File: src/rtl/spi_slave_burst.sv
// SPI mode-0 slave that turns command/address/data frames into bursts of
// register writes and prefetched reads on the clk_100m domain.
//
// state   | meaning
// IDLE    | no frame, waiting for a fresh cs_n fall
// CMD     | shifting in the opcode
// ADDR    | shifting in the burst base address
// WR_DATA | receiving write words, one wr_stb per word
// RD_DATA | launching read words on miso, prefetching the next word
// DISCARD | bad opcode, ignore the rest of the frame
module spi_slave_burst #(
  parameter int               CMD_W    = 8,
  parameter int               ADDR_W   = 16,
  parameter int               DATA_W   = 32,
  parameter logic [CMD_W-1:0] WR_CMD   = 8'h0A,
  parameter logic [CMD_W-1:0] RD_CMD   = 8'h0F,
  parameter int               ADDR_INC = 1
) (
  input  logic              clk_100m,
  input  logic              rst_n_syn,
  input  logic              sclk,
  input  logic              cs_n,
  input  logic              mosi,
  output logic              miso,
  output logic [ADDR_W-1:0] wr_addr,
  output logic [DATA_W-1:0] wr_data,
  output logic              wr_stb,
  output logic [ADDR_W-1:0] rd_addr,
  output logic              rd_req,
  input  logic [DATA_W-1:0] rd_data,
  input  logic              rd_vld,
  output logic              busy,
  output logic              err_cmd,
  output logic              err_underrun,
  output logic [7:0]        word_cnt
);

  localparam int SH_W = (DATA_W > ADDR_W) ? ((DATA_W > CMD_W) ? DATA_W : CMD_W)
                                          : ((ADDR_W > CMD_W) ? ADDR_W : CMD_W);
  localparam int CNT_W = $clog2(SH_W + 1);

  typedef enum logic [2:0] {IDLE, CMD, ADDR, WR_DATA, RD_DATA, DISCARD} state_t;

  state_t            state, state_nxt;
  logic [1:0]        sclk_s, cs_s, mosi_s;
  logic              sclk_q;
  logic              sclk_sync, cs_sync, mosi_sync, sclk_rise, sclk_fall;
  logic [1:0]        fill;
  logic              armed;
  logic [CNT_W-1:0]  bit_cnt, tx_cnt;
  logic [SH_W-1:0]   rx_sh, rx_next;
  logic              is_rd;
  logic [ADDR_W-1:0] ptr;
  logic [DATA_W-1:0] tx_sh, rbuf;
  logic              rbuf_vld, pending;
  logic              abort, cmd_last, addr_last, data_last, launch, op_wr, op_rd;

  assign sclk_sync = sclk_s[1];
  assign cs_sync   = cs_s[1];
  assign mosi_sync = mosi_s[1];
  assign sclk_rise = sclk_sync & ~sclk_q;
  assign sclk_fall = ~sclk_sync & sclk_q;
  assign busy      = (state != IDLE);

  // armed only goes high once cs_n has truly been seen high after reset,
  // so a frame already in progress at reset release is ignored
  always_ff @(posedge clk_100m or negedge rst_n_syn) begin
    if (!rst_n_syn) begin
      sclk_s <= 2'b00;
      cs_s   <= 2'b11;
      mosi_s <= 2'b00;
      sclk_q <= 1'b0;
      fill   <= 2'd0;
      armed  <= 1'b0;
    end else begin
      sclk_s <= {sclk_s[0], sclk};
      cs_s   <= {cs_s[0], cs_n};
      mosi_s <= {mosi_s[0], mosi};
      sclk_q <= sclk_sync;
      if (fill != 2'd3) fill <= fill + 2'd1;
      if (fill == 2'd3 && cs_sync) armed <= 1'b1;
    end
  end

  always_ff @(posedge clk_100m or negedge rst_n_syn) begin
    if (!rst_n_syn) state <= IDLE;
    else            state <= state_nxt;
  end

  always_comb begin
    state_nxt = state;
    abort     = 1'b0;
    cmd_last  = 1'b0;
    addr_last = 1'b0;
    data_last = 1'b0;
    launch    = 1'b0;
    rx_next   = {rx_sh[SH_W-2:0], mosi_sync};
    op_wr     = (rx_next[CMD_W-1:0] == WR_CMD);
    op_rd     = (rx_next[CMD_W-1:0] == RD_CMD);
    // cs_n rising wins over any sclk edge seen in the same cycle
    if (state != IDLE && cs_sync) begin
      abort     = 1'b1;
      state_nxt = IDLE;
    end else begin
      case (state)
        IDLE:    if (armed && !cs_sync) state_nxt = CMD;
        CMD:     if (sclk_rise && bit_cnt == CNT_W'(CMD_W - 1)) begin
                   cmd_last  = 1'b1;
                   state_nxt = (op_wr || op_rd) ? ADDR : DISCARD;
                 end
        ADDR:    if (sclk_rise && bit_cnt == CNT_W'(ADDR_W - 1)) begin
                   addr_last = 1'b1;
                   state_nxt = is_rd ? RD_DATA : WR_DATA;
                 end
        WR_DATA: data_last = sclk_rise && (bit_cnt == CNT_W'(DATA_W - 1));
        RD_DATA: begin
                   data_last = sclk_rise && (bit_cnt == CNT_W'(DATA_W - 1));
                   launch    = sclk_fall && (tx_cnt == '0);
                 end
        default: ;
      endcase
    end
  end

  always_ff @(posedge clk_100m or negedge rst_n_syn) begin
    if (!rst_n_syn) begin
      miso         <= 1'b1;
      wr_addr      <= '0;
      wr_data      <= '0;
      wr_stb       <= 1'b0;
      rd_addr      <= '0;
      rd_req       <= 1'b0;
      err_cmd      <= 1'b0;
      err_underrun <= 1'b0;
      word_cnt     <= 8'd0;
      bit_cnt      <= '0;
      tx_cnt       <= '0;
      rx_sh        <= '0;
      is_rd        <= 1'b0;
      ptr          <= '0;
      tx_sh        <= '1;
      rbuf         <= '0;
      rbuf_vld     <= 1'b0;
      pending      <= 1'b0;
    end else begin
      wr_stb       <= 1'b0;
      rd_req       <= 1'b0;
      err_cmd      <= 1'b0;
      err_underrun <= 1'b0;

      if (rd_vld && pending) begin
        rbuf     <= rd_data;
        rbuf_vld <= 1'b1;
        pending  <= 1'b0;
      end

      if (state == IDLE || abort) begin
        bit_cnt  <= '0;
        tx_cnt   <= '0;
        miso     <= 1'b1;
        rbuf_vld <= 1'b0;
        pending  <= 1'b0;
      end
      if (state == IDLE && state_nxt == CMD) word_cnt <= 8'd0;

      if (sclk_rise && !abort &&
          (state == CMD || state == ADDR || state == WR_DATA || state == RD_DATA)) begin
        rx_sh   <= rx_next;
        bit_cnt <= (cmd_last || addr_last || data_last) ? '0 : bit_cnt + CNT_W'(1);
      end

      if (cmd_last) begin
        is_rd   <= op_rd;
        err_cmd <= !(op_wr || op_rd);
      end

      if (addr_last) begin
        if (is_rd) begin
          rd_addr <= rx_next[ADDR_W-1:0];
          rd_req  <= 1'b1;
          pending <= 1'b1;
          ptr     <= rx_next[ADDR_W-1:0] + ADDR_W'(ADDR_INC);
        end else begin
          ptr     <= rx_next[ADDR_W-1:0];
        end
      end

      if (data_last) begin
        if (word_cnt != 8'hFF) word_cnt <= word_cnt + 8'd1;
        if (state == WR_DATA) begin
          wr_stb  <= 1'b1;
          wr_data <= rx_next[DATA_W-1:0];
          wr_addr <= ptr;
          ptr     <= ptr + ADDR_W'(ADDR_INC);
        end
      end

      // the MSB launch of each word also fires the prefetch of the next one
      if (state == RD_DATA && sclk_fall && !abort) begin
        if (launch) begin
          rd_addr  <= ptr;
          rd_req   <= 1'b1;
          pending  <= 1'b1;
          ptr      <= ptr + ADDR_W'(ADDR_INC);
          rbuf_vld <= 1'b0;
          if (rbuf_vld) begin
            tx_sh <= rbuf;
            miso  <= rbuf[DATA_W-1];
          end else begin
            tx_sh        <= '1;
            miso         <= 1'b1;
            err_underrun <= 1'b1;
          end
        end else begin
          miso  <= tx_sh[DATA_W-2];
          tx_sh <= tx_sh << 1;
        end
        tx_cnt <= (tx_cnt == CNT_W'(DATA_W - 1)) ? '0 : tx_cnt + CNT_W'(1);
      end
    end
  end

endmodule

File: config.mk
export PLATFORM = sky130hd
export DESIGN_NAME = spi_slave_burst
export DESIGN_NICKNAME = d
export VERILOG_FILES = /design/src/rtl/spi_slave_burst.sv
export SDC_FILE = /design/constraint.sdc
export NUM_CORES = 1
export LEC_CHECK = 0
export BUFFER_PORTS_ARGS = -buffer_cell sky130_fd_sc_hd__buf_2
export CAP_MARGIN = 20
export CORE_MARGIN = 8
export CORE_UTILIZATION = 63
export CTS_CLUSTER_DIAMETER = 100
export DETAILED_ROUTE_END_ITERATION = 12
export PLACE_DENSITY = 0.84
export SYNTH_ARGS = -nofsm -noshare
export SYNTH_HDL_FRONTEND = slang
export SYNTH_SLANG_ARGS = --single-unit
export TNS_END_PERCENT = 10
File: constraint.sdc
create_clock -name clk_100m -period 4.05 [get_ports clk_100m]
set_input_delay 0.405 -clock clk_100m [delete_from_list [all_inputs] [get_ports clk_100m]]
set_output_delay 0.405 -clock clk_100m [all_outputs]
set_load 0.02 [all_outputs]
==> results of run 1 <==
==> routing by layer <==
metal / global-route usage, % / share of wire (%) / up-vias
met3: 3.87 / 6.4 / 42
li1: - / - / 3581
met1: 33.0 / 44 / 3720
met2: 36.7 / 47 / 262
met4: 7.66 / 2.3 / 0
met5: 0 / 0 / -
==> layout by cell type (no fill, tap or decap), types with 8 or more instances in the layout <==
master     count
a211oi_1       8
a21oi_1       19
a31oi_1       18
and3_1        14
buf_2        114
buf_4          9
clkbuf_16     22
dfrtp_1      181
dfstp_2       34
ha_1           8
inv_1         15
mux2_2        63
nand2_1      231
nand3_1       18
nand4_1       14
nor2_1        39
nor3_1        13
o21a_1         8
o21ai_0       97
or4_1         31
xnor2_1       10
==> worst paths after layout <==
check                                    endpoint                    from  cells past startpoint  slack, ns
max                        wr_data[2]$_DFFE_PN0P_  bit_cnt[0]$_DFFE_PN0P_                      8       0.77
min                         word_cnt[5]$_DFF_PN0_               rst_n_syn                      1      -0.04
min reg2reg                   sclk_s[1]$_DFF_PN0_     sclk_s[0]$_DFF_PN0_                      0       0.35
max in group asynchronous   tx_sh[21]$_DFFE_PN1P_               rst_n_syn                      2       3.07
min in group clk_100m         sclk_s[0]$_DFF_PN0_                    sclk                      1       0.01
max reg2reg                wr_data[2]$_DFFE_PN0P_  bit_cnt[0]$_DFFE_PN0P_                      8       0.77
==> synth_stat cells (5+ instances only) <==
cell type / n / area (um2)
and4_1: 7 / 61.3
nor3_1: 13 / 65.1
a31oi_1: 18 / 113
a311oi_1: 7 / 61.3
nand4_1: 14 / 87.6
clkbuf_1: 52 / 195
a211oi_1: 8 / 60.1
nand2_1: 232 / 871
buf_2: 12 / 60.1
and3_1: 14 / 87.6
xnor2_1: 10 / 87.6
buf_1: 5 / 18.8
mux2_2: 63 / 709
nand3_1: 18 / 90.1
a21o_1: 5 / 37.5
a21oi_1: 19 / 95.1
dfstp_2: 34 / 893
nor2_1: 39 / 146
ha_1: 8 / 100
dfrtp_1: 181 / 4530
o21ai_0: 97 / 485
nand3b_1: 5 / 37.5
o21a_1: 8 / 60.1
inv_1: 15 / 56.3
or4_1: 32 / 240
==> cell families after synthesis <==
family / after synthesis
muxes: 65
and+or+nand+nor: 404
xor gates and xnor gates: 14
adders and majority gates: 8
DFF: 215
AOI/OAI and AO/OA: 186
buffers and inverters: 85
==> state kept, by name, summed over array words and instances (netlist names), 3 cells and up <==
| name | count |
|---|---|
| rx_sh | 31 |
| wr_addr | 16 |
| rbuf | 32 |
| wr_data | 32 |
| ptr | 16 |
| rd_addr | 16 |
| tx_cnt | 6 |
| state | 3 |
| bit_cnt | 6 |
| word_cnt | 8 |
| tx_sh | 31 |
==> where the power goes <==
part | switching [mW] | internal [mW] | total (mW)
clock | 0.850 | 1.21 | 2.06
combinational | 0.0809 | 0.0601 | 0.141
sequential | 0.0521 | 2.18 | 2.23
==> stage by stage <==
stage          utilization, %  cells  total power [mW]  hold slack [ns]  setup slack (ns)
2_1_floorplan               -    977              2.32            0.109              1.87
3_3_place_gp             68.5   1220              2.40            0.333             0.927
3_5_place_dp             68.5   1220              2.41            0.336             0.823
4_1_cts                  73.5   1261              4.45          0.00197             0.790
5_1_grt                  73.6   1262              4.57          0.00182             0.509
6_report                 73.6   1262              4.43          -0.0418             0.773
==> cell type report <==
type                            instances  share of cell area (%)
Sequential cell                       215                    48.7
Tap cell                              188                    2.11
Inverter                               15                   0.505
Clock inverter                         11                    1.15
Multi-Input combinational cell        677                    35.8
Timing Repair Buffer                  127                    6.22
Clock buffer                           29                    5.54
==> flow_summary_export.csv, run 1 <==
group,metric,value,unit
synth,async_flop_share,100,%
cts,cts.htree.levels,1,
route,drc,0,
floorplan,initial_core_util,64.4,%
critical_path,cpPeakStageDelay,0.74,ns
timing,hold_viol_final,12,
grt,grt_usage,23.5,%
critical_path,start_kind,"flop",
synth,synth_compound_area_share,11.4,%
power,p_leak,5.46,nW
cts,cts_tree,"yes",
grt,antenna_found_initial,0,
route,wl,22.9,mm
placed_design,port_buffers,115,
timing,drv_slew,0,
timing,setup_tns,0,ns
synth,synth_edf_count,0,
synth,ys_ff_latch,215,
synth,synth_flop_cell,"dfrtp_1",
cts,cts_hold_buf,1,
timing,period_minus_slack,3.28,ns
synth,synth_xor_area_share,1.26,%
synth,syn_avg_cell_area,9.98,um2
critical_path,path_cells,"ha_1 > nand3b_1 > or4_2 > buf_4 > inv_1 > buf_4 > nand2_1 > nand2_1",
final_layout,antenna_cells,0,
outcome,violations,"negative hold slack",
final_layout,fillers,1090,
final_layout,final_nets,1104,
cts,post_cts_buffers,0,
placed_design,routabilityCongestion,0.898,
timing,setup_violations,0,
route,vias,7605,
floorplan,pin_count,116,
critical_path,critPathKind,"flop to flop",
route,viasPerCell,6.03,
timing,period_share,80.9,%
route,drt_iter0_markers,669,
critical_path,cp_max_fo,56,
cts,cts_resized,0,
synth,synth_cell_types,54,
cts,cts_sinks,215,
grt,grt_pass1_vias,7461,
synth,synth_cells,977,
route,dr.pass1.iters,5,
floorplan,die_width,140,um
route,routedWlPerCell,18.2,um
critical_path,endpoint_kind,"flop",
critical_path,critPathArrivalTime,3.72,ns
timing,worst_clock_skew,0.0188,ns
synth,synth_adder_area_share,1.03,%
placed_design,dp_hpwl,14.6,mm
synth,synth_mux_area_share,7.48,%
final_layout,multi_input_area,3990,um2
final_layout,syn2layout_area_growth,14.3,%
cts,clkTransAtPathRegs,0.06,ns
power,ir_drop,0.279,mV
grt,grt_first_pass_wirelength,38.3,mm
floorplan,die_h,140,um
floorplan,rows,45,
timing,hold_slack,-0.0418,ns
final_layout,final_area,11100,um2
placed_design,placed_area,10400,um2
cts,root_buffer,"clkbuf_16",
hold_path,hold_path_class,"input pin to async pin",
grt,overflow,0,
final_layout,layout-drive-gt1-share,25.0,%
cts,clock_path_buffers,3,
power,power_density,398,nW/um2
synth,synthesis.nets,1023,
floorplan,die-area,19700,um2
critical_path,cp.required,4.49,ns
timing,fmax,305,MHz
critical_path,path_buf_inv,3,
critical_path,critPathTopFamily,"buffers and inverters",
cts,cts_buffers,22,
synth,yosysSeqAreaShare,55.6,%
critical_path,crit_path_top_delay_cell,"inv_1",
route,ant_nets,0,
cts,insertion_delay,0.52,ns
final_layout,final-seq-area,5420,um2
flow_run,drv_cap,0,
synth,yosys_warnings,0,
floorplan,core_area,15100,um2
timing,rsz0062_at_grt,"no",
synth,yosys.area_share.simple,19.7,%
timing,slew_headroom,30.4,%
grt,grt_max_degree,121,
timing,tightestPinTransition,1.03,ns
outcome,status,"complete, but fails checks",
synth,synth_top_family_by_area,"simple AND/OR/NAND/NOR gates",
synth,netlist_area,9750,um2
(Power assumes the default switching activity.)
==> run 2: changes to the inputs <==
--- a/config.mk
+++ b/config.mk
@@ -8,10 +8,10 @@
 export BUFFER_PORTS_ARGS = -buffer_cell sky130_fd_sc_hd__buf_2
 export CAP_MARGIN = 20
 export CORE_MARGIN = 8
-export CORE_UTILIZATION = 63
+export CORE_UTILIZATION = 53
 export CTS_CLUSTER_DIAMETER = 100
 export DETAILED_ROUTE_END_ITERATION = 12
-export PLACE_DENSITY = 0.84
+export PLACE_DENSITY = 0.76
 export SYNTH_ARGS = -nofsm -noshare
 export SYNTH_HDL_FRONTEND = slang
 export SYNTH_SLANG_ARGS = --single-unit
==> constraint.sdc (replaced) <==
create_clock -name clk_100m -period 3 [get_ports clk_100m]
set_input_delay 0.3 -clock clk_100m [delete_from_list [all_inputs] [get_ports clk_100m]]
set_output_delay 0.3 -clock clk_100m [all_outputs]
set_load 0.02 [all_outputs]
==> flow_summary_export.csv, run 2 (synthesis gave the netlist of run 1 again) <==
group,metric,value,unit
route,viasPerCell,5.71,
route,wl_met1,10.7,mm
timing,worst_slack,0.408,ns
timing,setup_violations,0,
route,wl_met3,1.37,mm
cts,clkTransAtPathRegs,0.06,ns
final_layout,final_area,11300,um2
cts,cts_buffers,23,
floorplan,pin_count,116,
timing,period_minus_slack,2.59,ns
timing,slew_headroom,37.5,%
floorplan,die_width,152,um
critical_path,critPathKind,"flop to flop",
timing,period_share,86.4,%
critical_path,rr_worst_depth,7,
route,dr.max_layer_used,"met4",
placed_design,pre_cts_slack,0.427,ns
final_layout,antenna_cells,0,
power,p_leak,5.55,nW
route,ant_nets,0,
critical_path,cp_max_fo,32,
final_layout,layout-drive-gt1-share,25.6,%
placed_design,port_buffers,115,
cts,cts_tree,"yes",
placed_design,routabilityCongestion,0.910,
timing,drv_slew,0,
critical_path,critPathArrivalTime,3.02,ns
cts,clock_path_buffers,3,
cts,cts.htree.levels,1,
route,dr.pass1.iters,5,
floorplan,initial_core_util,54.1,%
grt,grt_max_degree,87,
placed_design,dp_hpwl,15.1,mm
outcome,status,"finished clean",
power,ir_drop,0.576,mV
timing,hold_viol_final,0,
grt,overflow,0,
grt,antenna_found_initial,0,
floorplan,die-area,23000,um2
floorplan,core_area,18000,um2
critical_path,crit_path_top_delay_cell,"or4_2",
cts,root_buffer,"clkbuf_16",
floorplan,die_h,152,um
final_layout,final_nets,1119,
timing,worst_clock_skew,0.0153,ns
timing,setup_tns,0,ns
floorplan,rows,49,
route,vias,7520,
flow_run,drv_cap,0,
final_layout,layout_common_cells,"nand2_1, dfrtp_1, buf_2, o21ai_0, mux2_2",
critical_path,start_kind,"flop",
cts,insertion_delay,0.50,ns
critical_path,r2r-start,"bit_cnt[0]$_DFFE_PN0P_",
critical_path,r2r-end,"wr_addr[13]$_DFFE_PN0P_",
route,drt_iter0_markers,520,
grt,grt_pass1_vias,7282,
timing,fmax,386,MHz
hold_path,hold_start,"rd_data[24]",
critical_path,r2r_setup_slack,0.41,ns
final_layout,layout_commonest_cell,"nand2_1",
grt,grt_usage,19.8,%
timing,rsz0062_at_grt,"no",
critical_path,path_cells,"ha_1 > nand3b_1 > or4_2 > inv_1 > buf_4 > nand2_1 > nand2_1",
hold_path,whs_endpoint,"rbuf[24]$_DFFE_PN0P_",
hold_path,hold_depth,2,
route,route.met2.wl,10.2,mm
route,routedWlPerCell,17.1,um
route,wl,22.5,mm
route,drc,0,
final_layout,syn2layout_area_growth,16.0,%
critical_path,critPathTopFamily,"simple AND/OR/NAND/NOR gates",
critical_path,crit_path_start,"bit_cnt[0]$_DFFE_PN0P_",
power,total_power,5.99,mW
critical_path,path_buf_inv,2,
placed_design,placed_area,10500,um2
hold_path,hold_path_class,"input pin to flop",
final_layout,reg_top3,"rbuf (32), wr_data (32)",
cts,cts_resized,0,
power,power_density,530,nW/um2
cts,cts_sinks,215,
timing,tightestPinTransition,0.936,ns
critical_path,cp.required,3.43,ns
critical_path,cpPeakStageDelay,0.88,ns
critical_path,cpMostUsedCell,"nand2_1",
final_layout,fillers,1542,
grt,grt_first_pass_wirelength,37.2,mm
critical_path,endpoint_kind,"flop",
## run 2: changes by cell type in the layout (fill, tap and decap cells not counted), moves of 2 or more
cell and delta:
buf_4 +11, clkbuf_1 +3, clkbuf_8 +4, clkinvlp_4 -3
dlygate4sd3_1 +2
## run 2: metrics by stage
stage	utilization (%)	hold slack [ns]	std cells
detailed placement	58.3	0.336	1272
floorplan	-	0.00441	977
CTS	62.7	0.0252	1317
global route	62.7	0.0303	1318
global placement	58.3	0.332	1272
finish	62.7	0.0402	1318
## run 2: area by class of cell
| cell class | instances | area, um2 | share of cell area (%) |
|---|---|---|---|
| repair buffers | 141 | 801 | 7.08 |
| well taps | 229 | 287 | 2.53 |
| inverters | 15 | 56.3 | 0.498 |
| clock inverters | 4 | 45.0 | 0.398 |
| flip-flops and latches | 215 | 5420 | 47.9 |
| clock buffers | 37 | 708 | 6.26 |
| multi-input cells | 677 | 3990 | 35.3 |
## run 2: metal layers
| metal | vias to the layer above | track usage [%] |
|---|---|---|
| met5 | - | 0 |
| met4 | 0 | 4.31 |
| met3 | 23 | 3.33 |
| met2 | 196 | 30.6 |
| met1 | 3679 | 28.8 |
| li1 | 3622 | - |
## run 2: worst max-delay path by stage
| stage | to | slack (ns) | cells after the start |
|---|---|---|---|
| floorplan | bit_cnt[0]$_DFFE_PN0P_ | 0.82 | 5 |
| global placement | ptr[3]$_DFF_PN0_ | 0.49 | 6 |
| detailed placement | wr_addr[13]$_DFFE_PN0P_ | 0.43 | 7 |
| CTS | wr_addr[13]$_DFFE_PN0P_ | 0.40 | 7 |
| global route | wr_data[29]$_DFFE_PN0P_ | 0.16 | 7 |
| finish | wr_addr[13]$_DFFE_PN0P_ | 0.41 | 7 |
## run 2: power breakdown
group          switching, mW  internal (mW)
registers             0.0656           2.95
logic                  0.111         0.0869
clock network           1.09           1.69
total                   1.27           4.73
## run 2: worst reg2reg max path, delay by kind of cell, from the launching register on
| family | cells | cell delay (ns) |
|---|---|---|
| DFF | 1 | 0.38 |
| buffers and inverters | 2 | 0.63 |
| and+or+nand+nor | 4 | 1.25 |
| adders and majority gates | 1 | 0.27 |
## run 2: what timing repair did
action | CTS | global route
hold buffers | 4 | 0
hold endpoints to repair | 62 | 0
buffers inserted | 0 | 0
